### src/rtl/bus_arbiter_if.sv
// Request/grant handshake between two bus masters and the arbiter.
// master: the requesting side; slave: the arbiter side.
interface bus_arbiter_if;
    logic m1_request;
    logic m2_request;
    logic m1_done;
    logic m2_done;
    logic m1_grant;
    logic m2_grant;
    logic m1_busy;
    logic m2_busy;
    logic bus_sel;
    logic timeout;
    logic timeout_id;

    modport master (
        output m1_request, m2_request, m1_done, m2_done,
        input  m1_grant, m2_grant, m1_busy, m2_busy, bus_sel, timeout, timeout_id
    );

    modport slave (
        input  m1_request, m2_request, m1_done, m2_done,
        output m1_grant, m2_grant, m1_busy, m2_busy, bus_sel, timeout, timeout_id
    );
endinterface

### src/rtl/bus_arbiter.sv
// Two-master round-robin bus arbiter with turnaround cycle and grant-hold timeout.
// Every output is a flop loaded from the next-state decode.
module bus_arbiter #(
    parameter int unsigned TIMEOUT = 200
) (
    input  logic          clk,
    input  logic          reset,
    bus_arbiter_if.slave  bus
);

    typedef enum logic [1:0] {IDLE, GRANT_M1, GRANT_M2, TURN} state_t;

    state_t      state, state_nxt;
    logic        last_grant, last_grant_nxt;
    logic [7:0]  hold_cnt;
    logic        at_limit;
    logic        forced;
    logic        granting;

    assign at_limit = (hold_cnt == 8'(TIMEOUT - 1));
    assign granting = (state_nxt == GRANT_M1) || (state_nxt == GRANT_M2);

    always_comb begin
        state_nxt      = state;
        last_grant_nxt = last_grant;
        forced         = 1'b0;
        case (state)
            IDLE: begin
                // last_grant == 1 means m2 went last, so m1 wins a tie
                if (bus.m1_request && (!bus.m2_request || last_grant))
                    state_nxt = GRANT_M1;
                else if (bus.m2_request)
                    state_nxt = GRANT_M2;
            end
            GRANT_M1: begin
                forced = at_limit && !bus.m1_done;
                if (bus.m1_done || !bus.m1_request || forced) begin
                    state_nxt      = TURN;
                    last_grant_nxt = 1'b0;
                end
            end
            GRANT_M2: begin
                forced = at_limit && !bus.m2_done;
                if (bus.m2_done || !bus.m2_request || forced) begin
                    state_nxt      = TURN;
                    last_grant_nxt = 1'b1;
                end
            end
            TURN:    state_nxt = IDLE;
            default: state_nxt = IDLE;
        endcase
    end

    always_ff @(posedge clk or negedge reset) begin
        if (!reset) begin
            state          <= IDLE;
            last_grant     <= 1'b1;
            hold_cnt       <= '0;
            bus.m1_grant   <= 1'b0;
            bus.m2_grant   <= 1'b0;
            bus.m1_busy    <= 1'b0;
            bus.m2_busy    <= 1'b0;
            bus.bus_sel    <= 1'b0;
            bus.timeout    <= 1'b0;
            bus.timeout_id <= 1'b0;
        end else begin
            state        <= state_nxt;
            last_grant   <= last_grant_nxt;
            bus.m1_grant <= (state_nxt == GRANT_M1);
            bus.m2_grant <= (state_nxt == GRANT_M2);
            bus.m1_busy  <= (state_nxt == GRANT_M2);
            bus.m2_busy  <= (state_nxt == GRANT_M1);
            bus.timeout  <= forced;
            if (forced)
                bus.timeout_id <= (state == GRANT_M2);
            if (granting) begin
                if (state_nxt != state) begin
                    hold_cnt    <= '0;
                    bus.bus_sel <= (state_nxt == GRANT_M2);
                end else begin
                    hold_cnt <= hold_cnt + 8'd1;
                end
            end else begin
                hold_cnt <= '0;
            end
        end
    end

endmodule

### src/flat_wrapper.sv
// flat-port wrapper written by rule: the top's interface ports become plain ports
module bus_arbiter_flat 
#(
    parameter int unsigned TIMEOUT = 200
)
  (clk, reset, bus_m1_request, bus_m2_request, bus_m1_done, bus_m2_done, bus_m1_grant, bus_m2_grant, bus_m1_busy, bus_m2_busy, bus_bus_sel, bus_timeout, bus_timeout_id);
  bus_arbiter_if bus_i ();
  input  logic clk;
  input  logic reset;
  input wire logic [$bits(bus_i.m1_request)-1:0] bus_m1_request;
  input wire logic [$bits(bus_i.m2_request)-1:0] bus_m2_request;
  input wire logic [$bits(bus_i.m1_done)-1:0] bus_m1_done;
  input wire logic [$bits(bus_i.m2_done)-1:0] bus_m2_done;
  output wire logic [$bits(bus_i.m1_grant)-1:0] bus_m1_grant;
  output wire logic [$bits(bus_i.m2_grant)-1:0] bus_m2_grant;
  output wire logic [$bits(bus_i.m1_busy)-1:0] bus_m1_busy;
  output wire logic [$bits(bus_i.m2_busy)-1:0] bus_m2_busy;
  output wire logic [$bits(bus_i.bus_sel)-1:0] bus_bus_sel;
  output wire logic [$bits(bus_i.timeout)-1:0] bus_timeout;
  output wire logic [$bits(bus_i.timeout_id)-1:0] bus_timeout_id;
  assign bus_i.m1_request = bus_m1_request;
  assign bus_i.m2_request = bus_m2_request;
  assign bus_i.m1_done = bus_m1_done;
  assign bus_i.m2_done = bus_m2_done;
  assign bus_m1_grant = bus_i.m1_grant;
  assign bus_m2_grant = bus_i.m2_grant;
  assign bus_m1_busy = bus_i.m1_busy;
  assign bus_m2_busy = bus_i.m2_busy;
  assign bus_bus_sel = bus_i.bus_sel;
  assign bus_timeout = bus_i.timeout;
  assign bus_timeout_id = bus_i.timeout_id;
  bus_arbiter #(.TIMEOUT(TIMEOUT)) u_core (.clk(clk), .reset(reset), .bus(bus_i));
endmodule
### config.mk
export PLATFORM = sky130hd
export DESIGN_NAME = bus_arbiter_flat
export DESIGN_NICKNAME = d
export VERILOG_FILES = /design/src/rtl/bus_arbiter_if.sv /design/src/rtl/bus_arbiter.sv /design/src/flat_wrapper.sv
export SDC_FILE = /design/constraint.sdc
export NUM_CORES = 1
export LEC_CHECK = 0
export CAP_MARGIN = 20
export CORE_UTILIZATION = 52
export DETAILED_ROUTE_END_ITERATION = 12
export GPL_ROUTABILITY_DRIVEN = 0
export GPL_TIMING_DRIVEN = 0
export HOLD_SLACK_MARGIN = 0.08
export PLACE_DENSITY = 0.74
export RECOVER_POWER = 50
export SLEW_MARGIN = 30
export SYNTH_ARGS = -nofsm -noshare
export SYNTH_HDL_FRONTEND = slang
export SYNTH_SLANG_ARGS = --single-unit
export TNS_END_PERCENT = 20
### constraint.sdc
create_clock -name clk -period 3.75 [get_ports clk]
set_clock_uncertainty 0.15 [all_clocks]
set_input_delay 0.75 -clock clk [delete_from_list [all_inputs] [get_ports clk]]
set_output_delay 0.75 -clock clk [all_outputs]
set_load 0.01 [all_outputs]
== Word-level counts from Yosys, hierarchy flattened ==
Cells that the tools add are included.
W data, S select, Z words.

* Add/subtract/negate cells: 1
* $mul: 0
* Div/mod/pow operators: 0
* Order comparisons: 0
* Equality and inequality tests: 9
* Shift operators: 0
* Muxes and demuxes: 11
* Bitwise operators: 0
* Reductions and logical operators: 17

{| class="wikitable"
|+ Operators with widths
! kind !! count
|-
| $mux W8 || 2
|-
| $add A8 B1 Y8 const B || 1
|-
| $eq A8 B8 Y1 const B || 1
|-
| $mux W2 || 4
|-
| $pmux W2 S4 || 1
|-
| $eq A2 B2 Y1 const B || 3
|-
| $logic_or A1 B1 Y1 || 6
|-
| $eq A2 B1 Y1 const B || 2
|-
| $logic_not A1 Y1 || 4
|-
| $ne A2 B1 Y1 const B || 2
|-
| $pmux W1 S2 || 2
|-
| $logic_and A1 B1 Y1 || 3
|-
| $reduce_and A3 Y1 || 1
|-
| $logic_not A2 Y1 || 1
|-
| $mux W1 || 2
|-
| $ne A2 B2 Y1 || 1
|-
| $reduce_and A2 Y1 || 1
|-
| $reduce_bool A2 Y1 || 1
|}

* Flip-flop bits (word level): 16
* Latch bits: 0
* RAM bits: 0
* Memory bits (read-only): 0
* Input bits: 6
* Output and inout port bits: 7
* Word-level logic and storage cells: 46
* Memories kept: 0

== Depth between registers and ports, before layout ==
* Depth in word-level cells: 8
* Mapped depth: 9

== Worst setup path after synthesis ==
Ideal clock, no wire load.

* Kind: input to register
* From: in bus_m2_done
* To: reg u_core.bus.bus_sel
* Arrival time: 2.377 ns
* Setup slack: 1.095 ns
* Stages: 6
* Buffers on the path: 0
* Cells stage by stage: or4b_1 > a211oi_2 > or2_1 > ha_1 > a41oi_1 > mux2_1

* Word-level cells in the longest chain between the ends: 8
* Elaborated cells on any way between the ends: 11
* Classes of those cells: eq/ne: 3; mux: 2; reduce/logical: 6

{| class="wikitable"
|+ RTL lines
! item !! RTL line !! text
|-
| start, declared || flat_wrapper.sv:13 || <nowiki>input wire logic [$bits(bus_i.m2_done)-1:0] bus_m2_done;</nowiki>
|-
| $logic_not A1 Y1 || bus_arbiter.sv:43 || <nowiki>forced = at_limit && !bus.m2_done;</nowiki>
|-
| $logic_and A1 B1 Y1 || bus_arbiter.sv:43 ||
|-
| $logic_or A1 B1 Y1 * || bus_arbiter.sv:44 || <nowiki>if (bus.m2_done || !bus.m2_request || forced) begin</nowiki>
|-
| $mux W2 * || bus_arbiter.sv:44 ||
|-
| $pmux W2 S4 * || bus_arbiter.sv:27 || <nowiki>case (state)</nowiki>
|-
| $eq A2 B1 Y1 / $eq A2 B2 Y1 (equally long branches) || bus_arbiter.sv:21, bus_arbiter.sv:79 ||
|-
| $logic_or A1 B1 Y1 || bus_arbiter.sv:21 || <nowiki>assign granting = (state_nxt == GRANT_M1) || (state_nxt == GRANT_M2);</nowiki>
|-
| $reduce_and A2 Y1 (no line) || -- ||
|-
| end signal, assigned || bus_arbiter.sv:79 || <nowiki>bus.bus_sel <= (state_nxt == GRANT_M2);</nowiki>
|-
| end, declared || bus_arbiter_if.sv:23 || <nowiki>output m1_grant, m2_grant, m1_busy, m2_busy, bus_sel, timeout, timeout_id</nowiki>
|}

Mark *: on every way between the ends. The rest lies on a longest branch, timed or not.
A chain may end at the register's enable or synchronous reset.

== Final worst setup path ==
* From: in bus_m2_request
* To: reg u_core.bus.bus_sel

* Word-level cells in the longest chain between the ends: 8
* Elaborated cells on any way between the ends: 14
* Classes of those cells: eq/ne: 3; mux: 4; reduce/logical: 7

{| class="wikitable"
|+ RTL lines
! item !! RTL line !! text
|-
| start, declared || flat_wrapper.sv:11 || <nowiki>input wire logic [$bits(bus_i.m2_request)-1:0] bus_m2_request;</nowiki>
|-
| $logic_not A1 Y1 || bus_arbiter.sv:30, bus_arbiter.sv:44 ||
|-
| $logic_or A1 B1 Y1 (on tied branches) || bus_arbiter.sv:44, bus_arbiter.sv:30 ||
|-
| $logic_or A1 B1 Y1 / $logic_and A1 B1 Y1 (equally long branches) || bus_arbiter.sv:44, bus_arbiter.sv:30 ||
|-
| $mux W2 (on tied branches) || bus_arbiter.sv:44, bus_arbiter.sv:30 ||
|-
| $pmux W2 S4 * || bus_arbiter.sv:27 ||
|-
| $eq A2 B1 Y1 / $eq A2 B2 Y1 (equally long branches) || bus_arbiter.sv:21, bus_arbiter.sv:79 ||
|-
| $logic_or A1 B1 Y1 || bus_arbiter.sv:21 ||
|-
| $reduce_and A2 Y1 (no line) || -- ||
|}

Marked as above.

==> metrics.cfg <==
[layout]
final_net_count = 122
multiInputGateArea_um2 = 480
area_growth_pct = 20.0
final_cell_mix = 15 x dfrtp_1, 10 x clkdlybuf4s50_1, 9 x inv_1
drive_above_1_share = 0.0826
nFillCells = 118
stdcell_area_um2 = 1120
antenna_cells = 0
ff_latch_area_um2 = 402
final_common_cell = dfrtp_1

[sta]
fmax_ghz = 0.333
hold_ws_ns = 0.356
worst_pin_slew_ns = 0.720
slew_viol_final = 0
min_period_ns = 3.01
worst_slack_ns = 0.743
fin_tns_setup_ns = 0
setup_viol = 0
relSlewSlack = 0.518
hold_violations = 0
grt_setup_unrepaired = false
layout_worst_path_cycle_share = 0.802

[pwr]
vdd_drop_max_v = 0.000504
power_density_nw_per_um2 = 708
p_leak_nw = 0.504

[synth]
ys_ff_latch = 16
synth_flop_cell = dfrtp_1
synth_area_per_cell_um2 = 10.0
synth_edf_count = 0
yosysWarnings = 0
ys_async_sr_fraction = 1.00
syn_inst = 93
netlist-cell-type-count = 38
synth_area_um2 = 931
syn-num-nets = 105
seq_area_frac_synth = 0.431

[drt]
drt_first_pass_iters = 4
vias_per_cell = 5.33
routed-via-count = 709
ant_nets = 0
drt_iter0_drc = 14
wl_per_cell_um = 12.8
drc = 0
drt_wl_total_um = 1700

[grt]
grt_max_degree = 17
grt_pass1_vias = 678
grtUsageTotal = 0.216
antenna_found_initial = 0
grt_pass1_wl_um = 2900
grt-ovfl-total = 0

[critical_path]
cp_max_fo = 6
critPathLaunchType = input port
cp-end-kind = register
critical_path_required_ns = 3.79
criticalPathCategory = in -> reg
cp.arrival_ns = 3.05
reg2reg_depth = 8

[clock_tree]
htree_levels = 1
worstSkewPairLatency_ns = 0.30
cts_resized = 0
clk_pin_slew_worst_paths_ns = 0.09
cts_buffers = 3
cts.sinks = 16
cts_buffer_depth = 2
cts_tree = yes
ctsRootBufferMaster = clkbuf_4
cts_hold_buf = 0
cts_setup_buffers = 0

[floorplan]
core_um2 = 1590
ios = 13
rows = 14
die_height_um = 44.3
dieArea_um2 = 1960
chipWidth_um = 44.3
start_util = 0.584

[placement]
post-place-ws_ns = 0.435
hpwl_um = 1280
placed_cell_area_um2 = 1080
port_buffers = 12

[hold_path]
hp-class = reg -> reg
hold_depth = 1

[run_status]
status = finished clean

[job]
drv_cap = 0

registers in the layout (all words and copies together), names as in the netlist:
register	cells
u_core.bus.bus_sel	1
u_core.bus.m1_grant	1
u_core.bus.m2_grant	1
u_core.bus.timeout	1
u_core.bus.timeout_id	1
u_core.hold_cnt	8
u_core.last_grant	1
u_core.state	2
path summary, 6_finish.rpt:
kind	from	to	slack, ns
setup / recovery	bus_m2_request	u_core.bus.bus_sel	0.74
hold / removal	u_core.bus.bus_sel	u_core.bus.bus_sel	0.36
setup reg to reg	u_core.state[0]	u_core.bus.bus_sel	0.91
hold reg to reg	u_core.bus.bus_sel	u_core.bus.bus_sel	0.36
max in group asynchronous	reset	u_core.bus.m1_grant	2.21
min in group asynchronous	reset	u_core.hold_cnt[0]	0.79
final cells by class:
cell class / count / area share
flip-flops and latches: 16 / 0.359
well taps: 24 / 0.0269
clock buffers: 4 / 0.0325
inverters: 9 / 0.0302
repair buffers: 12 / 0.108
multi-input cells: 66 / 0.430
plain buffers: 2 / 0.0134
logic make-up after synthesis:
family	Yosys count	synth area share
AO/OA/AOI/OAI	17	0.136
XOR/XNOR	6	0.0565
adder cells (fa/ha/maj)	6	0.0806
buffers and inverters	11	0.0524
flip-flops	16	0.431
multiplexers	1	0.0121
AND/OR/NAND/NOR	36	0.231
critical path, cell delays in order:
cell and delay, ns:
clkdlybuf4s50_1 0.56, or4b_1 0.50, a211oi_2 0.28, or2_1 0.17, ha_1 0.24, a41oi_1 0.20, mux2_1 0.34
synth_stat cells (2+ instances only):
master     n  area share
nor2_1     8       0.032
inv_1      9       0.036
nand2_1    2      0.0081
nand2b_1   3       0.020
o21ai_0    3       0.016
ha_1       6       0.081
buf_4      2       0.016
dfrtp_1   15        0.40
and3b_1    2       0.019
nand3_1    7       0.038
xor2_1     5       0.047
and3_1     3       0.020
o21ai_1    2       0.011
a21oi_1    2       0.011
through the flow:
step | power (mW) | std cells | util
floorplan | 0.552 | 93 | -
global placement | 0.662 | 129 | 0.678
detailed placement | 0.678 | 129 | 0.678
CTS | 0.801 | 133 | 0.701
global route | 0.852 | 133 | 0.701
finish | 0.792 | 133 | 0.701
where the power goes:
part	internal (mW)	leakage (nW)	switching [mW]
Clock	0.0593	0.0210	0.0580
Combinational	0.196	0.270	0.231
Sequential	0.215	0.212	0.0323
metal layers:
metal  vias to the layer above  wire [um]  GRT usage
met1                       325        799      0.259
met2                        15        781      0.332
met3                         7         65     0.0612
li1                        362          -          -
met5                         -          0          0
met4                         0         57      0.158
Note: power is estimated with default switching activity, not from simulation.
